<file path="config.mk">
export PLATFORM = sky130hd
export DESIGN_NAME = serv_ctrl_wide
export DESIGN_NICKNAME = d
export VERILOG_FILES = /design/src/rtl/serv_ctrl_wide.sv
export SDC_FILE = /design/constraint.sdc
export NUM_CORES = 1
export LEC_CHECK = 0
export CORE_MARGIN = 4
export CORE_UTILIZATION = 40
export CTS_CLUSTER_SIZE = 25
export DETAILED_ROUTE_END_ITERATION = 8
export PLACE_DENSITY = 0.69
export RECOVER_POWER = 50
export SKIP_CTS_REPAIR_TIMING = 1
export SLEW_MARGIN = 40
export SYNTH_ARGS = -nofsm -noshare
export SYNTH_HDL_FRONTEND = slang
export SYNTH_SLANG_ARGS = --single-unit
</file>
<file path="constraint.sdc">
create_clock -name clk -period 5 [get_ports clk]
set_input_delay 1.5 -clock clk [delete_from_list [all_inputs] [get_ports clk]]
set_output_delay 1.5 -clock clk [all_outputs]
set_load 0.02 [all_outputs]
</file>
<file path="src/rtl/serv_ctrl_wide.sv">
// -----------------------------------------------------------------------------
// serv_ctrl_wide
//
// Program-counter control for the serial core, processing the PC W bits per
// cycle. A pass lasts N = 32/W cycles. During a pass the PC register is
// rotated right by W bits per cycle. The chunk shifted in at the top is the
// matching chunk of the next PC, so after N cycles the register holds the
// new PC.
//
// The next PC is taken from one of three sources:
//   - PC + 4, or PC + 2 for compressed instructions when WITH_C is set;
//   - the offset adder result (jump/branch);
//   - the CSR trap/return target, when WITH_CSR is set.
//
// The offset adder also produces rd for LUI/AUIPC, and the increment adder
// produces the link value for JAL/JALR. An internal chunk counter tracks the
// position inside the pass, so no external count strobes are needed.
//
// Parameters
//   W              chunk width per cycle (1, 2 or 4)
//   RESET_STRATEGY "NONE" leaves the PC out of reset (initial value only)
//   RESET_PC       PC value after reset
//   WITH_CSR       enables the trap/mret target path
//   WITH_C         enables +2 increments and 2-byte jump alignment
//
// Ports
//   clk         clock
//   i_rst       synchronous reset, active high, wins over i_pc_en
//   i_pc_en     pass active, one chunk per cycle
//   i_jump      take the offset adder result as the new PC
//   i_rd_en     drive o_rd
//   i_utype     offset is the U-immediate instead of i_buf
//   i_pc_rel    add the current PC into the offset adder
//   i_iscomp    compressed instruction (increment of 2, WITH_C only)
//   i_trap      take i_csr_pc as the new PC
//   i_imm       immediate chunk
//   i_buf       rs1-based offset chunk
//   i_csr_pc    trap/return target chunk
//   o_rd        rd writeback chunk (combinational)
//   o_bad_pc    unaligned jump target chunk (combinational, for mtval)
//   o_misalign  jump target misaligned, valid after the pass ends
//   o_ibus_adr  current PC
// -----------------------------------------------------------------------------
module serv_ctrl_wide #(
  parameter int          W              = 1,
  parameter string       RESET_STRATEGY = "MINI",
  parameter logic [31:0] RESET_PC       = 32'd0,
  parameter bit          WITH_CSR       = 1'b1,
  parameter bit          WITH_C         = 1'b0
) (
  input  logic          clk,
  input  logic          i_rst,
  input  logic          i_pc_en,
  input  logic          i_jump,
  input  logic          i_rd_en,
  input  logic          i_utype,
  input  logic          i_pc_rel,
  input  logic          i_iscomp,
  input  logic          i_trap,
  input  logic [W-1:0]  i_imm,
  input  logic [W-1:0]  i_buf,
  input  logic [W-1:0]  i_csr_pc,
  output logic [W-1:0]  o_rd,
  output logic [W-1:0]  o_bad_pc,
  output logic          o_misalign,
  output logic [31:0]   o_ibus_adr
);

  localparam int N      = 32 / W;
  localparam int CW     = $clog2(N);
  localparam bit RST_PC = (RESET_STRATEGY != "NONE");
  localparam bit SERIAL = (W == 1);
  // Index of target bit 1 within its chunk. For W=1 that bit is in chunk 1.
  localparam int BIT1_IDX = SERIAL ? 0 : 1;

  // Only power-of-two widths up to 4 keep the pass length and the U-immediate
  // boundary (bit 12) aligned to chunk edges.
  if (!((W == 1) || (W == 2) || (W == 4))) begin : g_bad_width
    $error("serv_ctrl_wide: W must be 1, 2 or 4");
  end

  logic [CW-1:0] cnt_r;
  logic          cy4_r;
  logic          cyo_r;
  logic          misalign_r;
  // The initialiser provides the power-up PC when the PC is not reset.
  logic [31:0]   pc_r = RESET_PC;

  logic          cnt0_s;
  logic [31:0]   bit_idx_s;
  logic [31:0]   inc_full_s;
  logic [W-1:0]  pc_chunk_s;
  logic [W-1:0]  inc_chunk_s;
  logic [W-1:0]  p4_s;
  logic          cy4_s;
  logic [W-1:0]  off_a_s;
  logic [W-1:0]  off_b_s;
  logic [W-1:0]  po_s;
  logic          cyo_s;
  logic [W-1:0]  tgt_s;
  logic [W-1:0]  trap_mask_s;
  logic [W-1:0]  trap_chunk_s;
  logic [W-1:0]  new_chunk_s;
  logic [W-1:0]  rd_s;
  logic          mis_load_s;
  logic          mis_next_s;

  // Chunk position, the two chunk adders and the next-PC chunk selection.
  always_comb begin
    cnt0_s     = (cnt_r == {CW{1'b0}});
    bit_idx_s  = 32'(cnt_r) * 32'(W);
    pc_chunk_s = pc_r[W-1:0];

    // Increment adder: the constant is sliced per chunk. Its carry chains
    // through cy4_r, and any carry out of bit 31 is dropped at pass end.
    inc_full_s  = (WITH_C && i_iscomp) ? 32'd2 : 32'd4;
    inc_chunk_s = W'(inc_full_s >> bit_idx_s);
    {cy4_s, p4_s} = {1'b0, pc_chunk_s} + {1'b0, inc_chunk_s} + {{W{1'b0}}, cy4_r};

    // Offset adder. The U-immediate contributes only from bit 12 upward.
    off_a_s = i_pc_rel ? pc_chunk_s : {W{1'b0}};
    if (i_utype) begin
      off_b_s = (bit_idx_s >= 32'd12) ? i_imm : {W{1'b0}};
    end else begin
      off_b_s = i_buf;
    end
    {cyo_s, po_s} = {1'b0, off_a_s} + {1'b0, off_b_s} + {{W{1'b0}}, cyo_r};

    // Jump targets always have bit 0 cleared. Bit 0 lives in chunk 0.
    tgt_s = po_s & ~(W'(cnt0_s));

    // Trap targets have PC bits [1:0] cleared. For W=1 these bits span the
    // first two chunks, so the mask is built from absolute bit positions.
    trap_mask_s = {W{1'b0}};
    for (int k = 0; k < W; k++) begin
      trap_mask_s[k] = ((bit_idx_s + 32'(k)) < 32'd2);
    end
    trap_chunk_s = i_csr_pc & ~trap_mask_s;

    if (WITH_CSR && i_trap) begin
      new_chunk_s = trap_chunk_s;
    end else if (i_jump) begin
      new_chunk_s = tgt_s;
    end else begin
      new_chunk_s = p4_s;
    end

    if (i_rd_en) begin
      rd_s = i_utype ? tgt_s : p4_s;
    end else begin
      rd_s = {W{1'b0}};
    end

    // Misalignment is judged on target bit 1. For W>=2 that bit is in
    // chunk 0. For W=1 the flag is cleared in chunk 0 and loaded in chunk 1.
    mis_load_s = i_pc_en && (cnt0_s || (SERIAL && (cnt_r == CW'(1'b1))));
    if (SERIAL && cnt0_s) begin
      mis_next_s = 1'b0;
    end else begin
      mis_next_s = i_jump & po_s[BIT1_IDX] & ~WITH_C;
    end
  end

  // Chunk counter, adder carries and misalignment flag.
  always_ff @(posedge clk) begin
    if (i_rst) begin
      cnt_r      <= {CW{1'b0}};
      cy4_r      <= 1'b0;
      cyo_r      <= 1'b0;
      misalign_r <= 1'b0;
    end else begin
      // N is a power of two, so the counter wraps from N-1 to 0 on its own.
      if (i_pc_en) begin
        cnt_r <= cnt_r + CW'(1'b1);
      end else begin
        cnt_r <= cnt_r;
      end
      // Gating with i_pc_en guarantees clean carries at the start of a pass.
      cy4_r <= i_pc_en & cy4_s;
      cyo_r <= i_pc_en & cyo_s;
      if (mis_load_s) begin
        misalign_r <= mis_next_s;
      end else begin
        misalign_r <= misalign_r;
      end
    end
  end

  // PC rotate register. The new chunk enters at the top each pass cycle.
  always_ff @(posedge clk) begin
    if (i_rst) begin
      if (RST_PC) begin
        pc_r <= RESET_PC;
      end else begin
        pc_r <= pc_r;
      end
    end else if (i_pc_en) begin
      pc_r <= {new_chunk_s, pc_r[31:W]};
    end else begin
      pc_r <= pc_r;
    end
  end

  assign o_rd       = rd_s;
  assign o_bad_pc   = po_s;
  assign o_misalign = misalign_r;
  assign o_ibus_adr = pc_r;

endmodule
</file>
==> flow_metrics.env <==
export IMPL_outcome="finished clean"
export IMPL_cts_htree_levels=2
export IMPL_layout_nets=223
export IMPL_syn_area_sq_um=1600
export IMPL_hold_slack_ps=495
export IMPL_setup_violations_final=0
export IMPL_ys_ff_latch=40
export IMPL_clk_path_buf_depth=2
export IMPL_cp_arrival_ps=3350
export IMPL_syn_inst=160
export IMPL_crit_path_start_kind="input port"
export IMPL_yosysUniqueCellTypes=29
export IMPL_final_layout_size_suffix_gt1_share_pct=4.83
export IMPL_cts_made_buffers=5
export IMPL_synth_top_area_share_pct=50.0
export IMPL_diodes=0
export IMPL_gr_usage_all_layers_pct=13.6
export IMPL_worst_slew_pin_slew_ps=1420
export IMPL_leakage_nw=0.921
export IMPL_routed_wl_um=3190
export IMPL_num_rows=22
export IMPL_start_util_pct=42.5
export IMPL_crit_buf_inv=3
export IMPL_fillers=328
export IMPL_synth_top_cell_by_area="dfxtp_1"
export IMPL_syn_avg_cell_area_sq_um=10.0
export IMPL_synth_nets=177
export IMPL_slew_violations=0
export IMPL_min_period_ps=4850
export IMPL_slowest_delay_ps=600
export IMPL_place_congestion=0.765
export IMPL_num_vias=1249
export IMPL_crit_fanout=3
export IMPL_crit_family="buffers and inverters"
export IMPL_core_sq_um=3770
export IMPL_first_global_vias=1251
export IMPL_path_clk_slew_ps=80
export IMPL_max_freq_ghz=0.206
export IMPL_powerDensity_nw_per_um2=290
export IMPL_wl_per_cell_um=12.5
export IMPL_irDropWorstVdd_mv=0.157
export IMPL_synthTopCellsByArea="dfxtp_1, mux2i_1, nor2_1"
export IMPL_hold_violations=0
export IMPL_first_pass_iters=4
export IMPL_critical_path_required_ps=3500
export IMPL_cts_tree="yes"
export IMPL_dieArea_sq_um=5080
export IMPL_dp_hpwl_um=2320
export IMPL_die_x_um=71.3
export IMPL_grt_max_degree=27
export IMPL_viasPerCell=4.90
export IMPL_hp_class="reg2reg"
export IMPL_grt_first_pass_wirelength_um=5560
export IMPL_numPortBuffers=45
export IMPL_path_class="in2out"
export IMPL_path_common_cell="clkdlybuf4s50_1"
export IMPL_drt_iter0_markers=62
export IMPL_rsz0062_at_grt="false"
export IMPL_worstPathCellList="clkdlybuf4s50_1 -> nand3_1 -> o21ai_1 -> fa_1 -> buf_4 -> clkdlybuf4s50_1"
export IMPL_slowest_stage="clkdlybuf4s50_1"
export IMPL_grt_overflow=0
export IMPL_ys_seq_area_share_pct=50.0
export IMPL_ant_nets=0
export IMPL_yosys_warnings=0
export IMPL_insertion_delay_ps=290
export IMPL_slew_headroom_pct=5.45
export IMPL_finalSetupTns_ps=0
export IMPL_root_buffer="clkbuf_8"
export IMPL_finalCritPeriodShare_pct=97.0
export IMPL_syn2layout_area_growth_pct=37.1
export IMPL_critPathCaptureType="output pin"
export IMPL_max_cap_violations=0
export IMPL_drc=0
export IMPL_clock_skew_ps=5.56
export IMPL_die_y_um=71.3
export IMPL_io_pins=47
export IMPL_cts_sinks=40
export IMPL_antenna_found_initial=0
-- tightest hold or removal path: stages, from the launching register on --
cell,delay (ps)
dfxtp_1,320
o21ai_0,70
a21oi_1,70
-- worst paths after layout --
check	slack (ps)	from	end	depth (start not counted)
hold / removal	500	o_misalign	o_misalign	2
setup / recovery	150	i_utype	o_bad_pc	6
setup reg to reg	2920	cnt_r[2]	o_misalign	8
hold reg to reg	500	o_misalign	o_misalign	2
-- state kept, by name, indices dropped and copies added (netlist names) --
register and flops:
cnt_r 5, cy4_r 1, cyo_r 1, o_ibus_adr 32, o_misalign 1
-- metrics by stage --
step / power [W] / cell area [sq um] / util, % / worst slack [ps] / cells
detailed placement: 0.000381 / 2090 / 55.4 / -40.2 / 247
global placement: 0.000379 / 2090 / 55.4 / 12.7 / 247
finish: 0.000637 / 2200 / 58.3 / 151 / 255
floorplan: 0.000363 / 1600 / - / 784 / 160
CTS: 0.000647 / 2200 / 58.4 / -43.0 / 255
global route: 0.000670 / 2200 / 58.3 / 76.8 / 255
-- per-layer routing --
layer / up-vias / track usage, % / part of all wire [%]
met5: - / 0 / 0
met4: 0 / 4.38 / 0.72
met3: 2 / 7.01 / 7.5
met2: 31 / 21.7 / 50
met1: 589 / 15.7 / 42
li1: 627 / - / -
-- kinds of logic (layout without fill, tap and decap cells) --
| family | Yosys count | in the layout | share of synthesized area (%) |
|---|---|---|---|
| muxes | 32 | 32 | 20.0 |
| DFF | 40 | 40 | 50.0 |
| xor gates and xnor gates | 4 | 4 | 2.19 |
| buffers and inverters | 15 | 62 | 4.29 |
| adders and majority gates | 5 | 5 | 4.84 |
| and+or+nand+nor | 54 | 54 | 14.7 |
| AOI/OAI and AO/OA | 10 | 10 | 4.06 |
-- power by group --
part	leakage, nW	internal, W	switching [W]	total, W
registers	0.323	0.000321	0.00000368	0.000325
logic	0.543	0.0000237	0.0000251	0.0000488
clock network	0.0548	0.000150	0.000113	0.000263
-- area by class of cell --
cell class                 instances  area (sq um)  share of cell area, %
tap                               48          60.1                   2.73
multi-input combinational        105           733                   33.4
sequential                        40           801                   36.4
clock inverter                     3          46.3                   2.11
clock buffer                       5          68.8                   3.13
inverter                           5          18.8                  0.854
timing repair buffer              49           469                   21.4
-- cells in the final DEF, fill, tap and decap left out, drive strengths merged, types with 2 or more instances in the layout --
master / synthesis / routed
o21ai: 3 / 3
inv: 5 / 6
a21o: 2 / 2
nand3: 2 / 2
clkdlybuf4s50: 0 / 42
buf: 6 / 2
nand4: 2 / 2
ha: 3 / 3
xor2: 3 / 3
nor2: 39 / 39
dfxtp: 40 / 40
mux2i: 32 / 32
nand2: 3 / 3
fa: 2 / 2
nor3b: 2 / 2
a21oi: 2 / 2
clkbuf: 4 / 8
-- synthesized netlist by cell type (all sizes together) --
cell type / number
buf: 6
xor2: 3
inv: 5
and2: 1
nor3b: 2
and3b: 1
nor2: 39
nand2: 3
mux2i: 32
nor3: 1
or4: 1
ha: 3
nand3: 2
o21ai: 3
nand4: 2
dfxtp: 40
a21o: 2
o41ai: 1
a2111oi: 1
o21a: 1
a21oi: 2
xnor2: 1
or3: 1
clkbuf: 4
fa: 2
and3: 1
Note: power is estimated with default switching activity, not from simulation.
